===== src/rtl/dmem_port_arbiter.sv =====
// Two-port arbiter for one synchronous single-port data RAM; read data returns 1 cycle after accept.
// Optional DMEM_ARB_FIXED_PRIO_EN: port 0 always wins on contention (otherwise round-robin).
module dmem_port_arbiter #(
  parameter int AW = 10,
  parameter int DW = 32
) (
  input  logic          clk,
  input  logic          reset,
  input  logic          req0_valid,
  input  logic          req0_we,
  input  logic [AW-1:0] req0_addr,
  input  logic [DW-1:0] req0_wdata,
  output logic          req0_ready,
  output logic          req0_rvalid,
  output logic [DW-1:0] req0_rdata,
  input  logic          req1_valid,
  input  logic          req1_we,
  input  logic [AW-1:0] req1_addr,
  input  logic [DW-1:0] req1_wdata,
  output logic          req1_ready,
  output logic          req1_rvalid,
  output logic [DW-1:0] req1_rdata,
  output logic          mem_en,
  output logic          mem_we,
  output logic [AW-1:0] mem_addr,
  output logic [DW-1:0] mem_wdata,
  input  logic [DW-1:0] mem_rdata
);

  logic gnt0, gnt1;
  logic rsp_pending_q, rsp_pending_d;
  logic rsp_owner_q, rsp_owner_d;

`ifdef DMEM_ARB_FIXED_PRIO_EN
  always_comb begin
    gnt0 = !reset && req0_valid;
    gnt1 = !reset && req1_valid && !req0_valid;
  end
`else
  logic rr_ptr_q, rr_ptr_d;

  always_comb begin
    gnt0 = !reset && req0_valid && (!req1_valid || !rr_ptr_q);
    gnt1 = !reset && req1_valid && (!req0_valid || rr_ptr_q);
  end

  // After serving a port, prefer the other one next time.
  always_comb begin
    rr_ptr_d = rr_ptr_q;
    if (gnt0)      rr_ptr_d = 1'b1;
    else if (gnt1) rr_ptr_d = 1'b0;
  end

  always_ff @(posedge clk) begin
    if (reset) rr_ptr_q <= 1'b0;
    else       rr_ptr_q <= rr_ptr_d;
  end
`endif

  always_comb begin
    rsp_pending_d = (gnt0 && !req0_we) || (gnt1 && !req1_we);
    rsp_owner_d   = rsp_pending_d ? gnt1 : rsp_owner_q;
  end

  always_ff @(posedge clk) begin
    if (reset) begin
      rsp_pending_q <= 1'b0;
      rsp_owner_q   <= 1'b0;
    end else begin
      rsp_pending_q <= rsp_pending_d;
      rsp_owner_q   <= rsp_owner_d;
    end
  end

  always_comb begin
    req0_ready = gnt0;
    req1_ready = gnt1;
    mem_en     = gnt0 || gnt1;
    mem_we     = 1'b0;
    mem_addr   = '0;
    mem_wdata  = '0;
    if (gnt1) begin
      mem_we    = req1_we;
      mem_addr  = req1_addr;
      mem_wdata = req1_wdata;
    end else if (gnt0) begin
      mem_we    = req0_we;
      mem_addr  = req0_addr;
      mem_wdata = req0_wdata;
    end
  end

  // Response is masked during reset so an in-flight read is dropped immediately.
  always_comb begin
    req0_rvalid = !reset && rsp_pending_q && !rsp_owner_q;
    req1_rvalid = !reset && rsp_pending_q &&  rsp_owner_q;
    req0_rdata  = req0_rvalid ? mem_rdata : '0;
    req1_rdata  = req1_rvalid ? mem_rdata : '0;
  end

endmodule


===== config.mk =====
export PLATFORM = sky130hd
export DESIGN_NAME = dmem_port_arbiter
export DESIGN_NICKNAME = d
export VERILOG_FILES = /design/src/rtl/dmem_port_arbiter.sv
export SDC_FILE = /design/constraint.sdc
export NUM_CORES = 1
export LEC_CHECK = 0
export CORE_AREA = 4 4 88 90
export DETAILED_ROUTE_END_ITERATION = 6
export DIE_AREA = 0 0 92 94
export PLACE_DENSITY = 0.8
export RECOVER_POWER = 50
export SLEW_MARGIN = 20
export SYNTH_ARGS = -nofsm -noshare
export SYNTH_HDL_FRONTEND = slang
export SYNTH_SLANG_ARGS = --single-unit
export TNS_END_PERCENT = 10

===== constraint.sdc =====
create_clock -name clk -period 1.93 [get_ports clk]
set_input_delay 0.386 -clock clk [delete_from_list [all_inputs] [get_ports clk]]
set_output_delay 0.386 -clock clk [all_outputs]
set_load 0.01 [all_outputs]

; ---- Word-level counts from Yosys, hierarchy flattened
; Index checks and enable logic that the tools add are counted.
[classes]
reduce_logical = 21
mux = 10
[op_table]
columns = operator, n
row1 = $mux 32, 4
row2 = $mux 10, 2
row3 = $logic_and 1x1->1, 9
row4 = $logic_not 1->1, 7
row5 = $logic_or 1x1->1, 4
row6 = $mux 1, 4
row7 = $reduce_bool 2->1, 1
[totals]
regBits = 3
inputBits = 122
word_cells = 34
output_inout_bits = 112

; ---- Depth between registers and ports, before layout
[depth]
ltp_word = 5
depth_mapped = 5
mapped_depth_nobuf = 3

; ---- Least setup slack after synthesis
; No wires, ideal clock.
[synth_path]
kind = reg-to-output
startpoint = reg rr_ptr_q
endpoint = out mem_addr[0]
n_path_buf = 2
path_stages_with_launch = 6
required_time_ns = 1.544
arrival_time_ns = 1.175
slack_ns = 0.369
cell_sequence = dfxtp_1 > nand2b_1 > and3_1 > buf_4 > buf_6 > a22o_1
[synth_between]
word_cells_on_any_way = 7
cone_classes = mux: 2 / reduce/logical: 5
[synth_lines]
columns = item, line_no
row1 = from (decl), 40  ; logic rr_ptr_q, rr_ptr_d;
row2 = from (signal assigned), 56  ; else rr_ptr_q <= rr_ptr_d;
row3 = $logic_or 1x1->1, 44  ; gnt1 = !reset && req1_valid && (!req0_valid || rr_ptr_q);
row4 = $logic_and 1x1->1, 44
row5 = net req1_ready, 20  ; output logic req1_ready,
row6 = $mux 10, 82  ; if (gnt1) begin
row7 = to (decl), 25  ; output logic [AW-1:0] mem_addr,
; The timed path passes the listed nets, and every way through them passes these cells.

; ---- Final worst setup path
[layout_path]
startpoint = in reset
endpoint = out req0_rdata[10]
[layout_between]
elab_chain_cells = 4
[layout_lines]
columns = item, line_no
row1 = from (decl), 8  ; input logic reset,
row2 = $logic_not 1->1, 95  ; req0_rvalid = !reset && rsp_pending_q && !rsp_owner_q;
row3 = $logic_and 1x1->1 (2 in series), 95
row4 = $mux 32, 97  ; req0_rdata = req0_rvalid ? mem_rdata : '0;
row5 = to (decl), 15  ; output logic [DW-1:0] req0_rdata,
; No other way between the ends.

==> metrics <==
top-area cell type share of the netlist area ~39%; latest clock arrival within the worst-skew pair 0.22 ns; R2R depth 4; Post-synth EDFFs 0; first-pass iteration count of the detailed router 4; area fraction in and, or, nand and nor cells after synthesis 44.1%; RSZ-0062 raised after global routing yes; via count slightly above 2,000; Post-Syn Instances 142; largest family of logic cells by synthesized area simple AND/OR/NAND/NOR gates; Final Non-Filler Cells between 400 and 500; CP delay by family, top buffers and inverters; Compound-Gate Fraction of Synth Area 39.3%; wire per inst between 15 and 20 um; worst clock skew 0.00347 ns; Die Wd a little over 90 um; setup_tns 0 ns; Root Driver clkbuf_8; row count 31; Worst setup startpoint reset; slowest cell on the critical path dlygate4sd2_1; die height approximately 94 um; Max Root-Sink Buffers 2; Main synth FF type dfxtp_1; Worst Path Arrival 1.51 ns; Hold Crit Endpoint rr_ptr_q; Setup crit start kind primary input; Avg Cell Area, Syn 7.28 um2; Max-Cap Viols 0; IO Pins approximately 230; starting density of the core 14.6%; first-pass GRT wire length 11,100 um; XOR/XNOR Fraction of Synth Area 0%; post-detailed-routing wire length 7800 um; Hold Crit Start rr_ptr_q; Min-Delay Path Depth 2; sequential-to-total area share from yosys stat 5.81%; final period utilization roughly 98%; initial antenna violation count 0; critical path type in -> out; P per Cell Area 251 nW/um2; area post-placement 3500 um2; PortBufs 233; Synth Area in Adders 0%; HP Class reg -> reg; peak supply drop 461 uV; CP bufs+invs 5; clk sinks 3; Layout area overhead 216%; design area 3260 um2; Critical Path, Cell by Cell dlygate4sd2_1 -> buf_4 -> nor3b_4 -> buf_4 -> buf_12 -> and2_1 -> buf_2; Slew Limit Fails 0; setup slack, reg-to-reg about 0.74 ns; drt via density 4.26; Tot GR Track Use ~16%; layout cells sized above 1 24.4%; HPWL Detailed 6020 um; Synth area leaders and2_1 39%, a22o_1 37%, dfxtp_1 5.8%; crit-path max FO 17; Period minus WS final 1.90 ns; Worst slew margin 87.5%; CP dominant cell by count buf_4; RD Place Congestion 0.834; # setup viols final 0; TritonCTS Buffers 3; TritonCTS clock tree done; outcome complete, no violations; Core Box Area 7060 um2; pin count of the biggest net entering global routing 24; Post-Syn Area a little over 1000 um2; Max Freq 0.526 GHz; # diodes 0; slowest stage delay, CP 0.25 ns; Warnings, synthesis 0; Setup crit end kind output pin; DRC 0; post-synthesis sequential element count 3; R2R Path Start rr_ptr_q; die area 8650 um2; ys async rst share 0%; # fillers 757; Final Hold Viols 0; violation count after the first detailed-route iteration 27; synth cell count leaders 64 x and2_1, 44 x a22o_1, 6 x clkbuf_1; mux share of post-synthesis cell area 0%; Final Power 818 uW; Critical Path RT between 1.5 and 2 ns; Layout Nets 500; Hold WS 0.509 ns; Post-Syn Nets 264; total placed cells including tap cells 466; Yosys cell types 17; remaining global-route overflow 0; H-Tree Depth 1; Clock Pin Slew Worst Setup and Hold Paths 0.03 ns; Final ANT Viol Nets 0; P_leak 1.56 nW; count leader, synth and2_1; Reg2Reg Capture Point rsp_pending_q; Tightest Pin Transition 0.187 ns; vias in the first global route 2,107; Synth area leader and2_1
-- worst register-to-register path, cell delays in order (launching register included) --
cell and delay (ns):
dfxtp_1 0.32, nand2b_4 0.15, and3_4 0.19, buf_6 0.17
a22o_1 0.25
-- per-layer routing --
metal  GRT usage (%)  wire (um)  up-vias  share of wire [%]
li1                -          -      979                  -
met1            17.2       2890      935                 37
met2            31.8       4240      107                 54
met3            4.25        603        8                7.7
met4            2.72         61        0               0.78
met5               0          0        -                  0
-- state kept, by name, indices dropped and copies added, names as in the netlist --
signal	count
rr_ptr_q	1
rsp_owner_q	1
rsp_pending_q	1
-- layout by cell type (no fill, tap or decap), drive strengths merged --
cell type      count
inv                3
a211oi             1
clkdlybuf4s15     22
dfxtp              3
nor3b              1
nand2              1
clkdlybuf4s50    118
a41oi              1
and3               3
and2              64
nand2b             2
a21oi              1
clkbuf            46
a22o              44
nor2               2
buf               51
dlygate4sd2       14
-- timing repair --
| item | 4_1_cts | 5_1_grt |
|---|---|---|
| buffers inserted | 2 | 0 |
| cloned | 4 | 0 |
| pin swaps | 4 | 5 |
| setup endpoints to repair | 112 | 89 |
| gates resized for setup | 272 | 94 |
| hold buffers | 0 | 0 |
-- worst max path at each step --
stage / to / slack [ns] / depth (start not counted)
after floorplan: mem_addr[0] / 0.37 / 5
after global placement: mem_addr[7] / -0.58 / 6
after detailed placement: mem_addr[4] / -0.59 / 6
after CTS: req0_rdata[5] / -0.12 / 7
after global routing: mem_wdata[7] / -0.02 / 5
final: req0_rdata[10] / 0.03 / 7
-- per-stage QoR --
stage,worst slack [ns],util (%)
after floorplan,0.369,-
after global placement,-0.576,49.6
after detailed placement,-0.589,49.6
after CTS,-0.115,50.4
after global routing,-0.0158,46.2
final,0.0292,46.2
-- cells by family after synthesis --
| kind of cell | Yosys count |
|---|---|
| flip-flops | 3 |
| AO/OA/AOI/OAI | 47 |
| buffers and inverters | 19 |
| AND/OR/NAND/NOR | 73 |
-- power by group --
group | leakage [nW] | internal (mW) | total (mW) | switching [mW]
sequential | 0.0247 | 0.0663 | 0.0697 | 0.00334
combinational | 1.52 | 0.364 | 0.567 | 0.203
clock | 0.0228 | 0.141 | 0.182 | 0.0408
total | 1.56 | 0.571 | 0.818 | 0.247
-- layout make-up --
class                           instances  area, um2  share of cell area, %
Inverter                                3       11.3                  0.345
Tap cell                               99        124                   3.79
Timing Repair Buffer                  247       2130                   65.1
Clock buffer                            4       45.0                   1.38
Sequential cell                         3       60.1                   1.84
Multi-Input combinational cell        120        898                   27.5
Note: power is estimated with default switching activity, not from simulation.
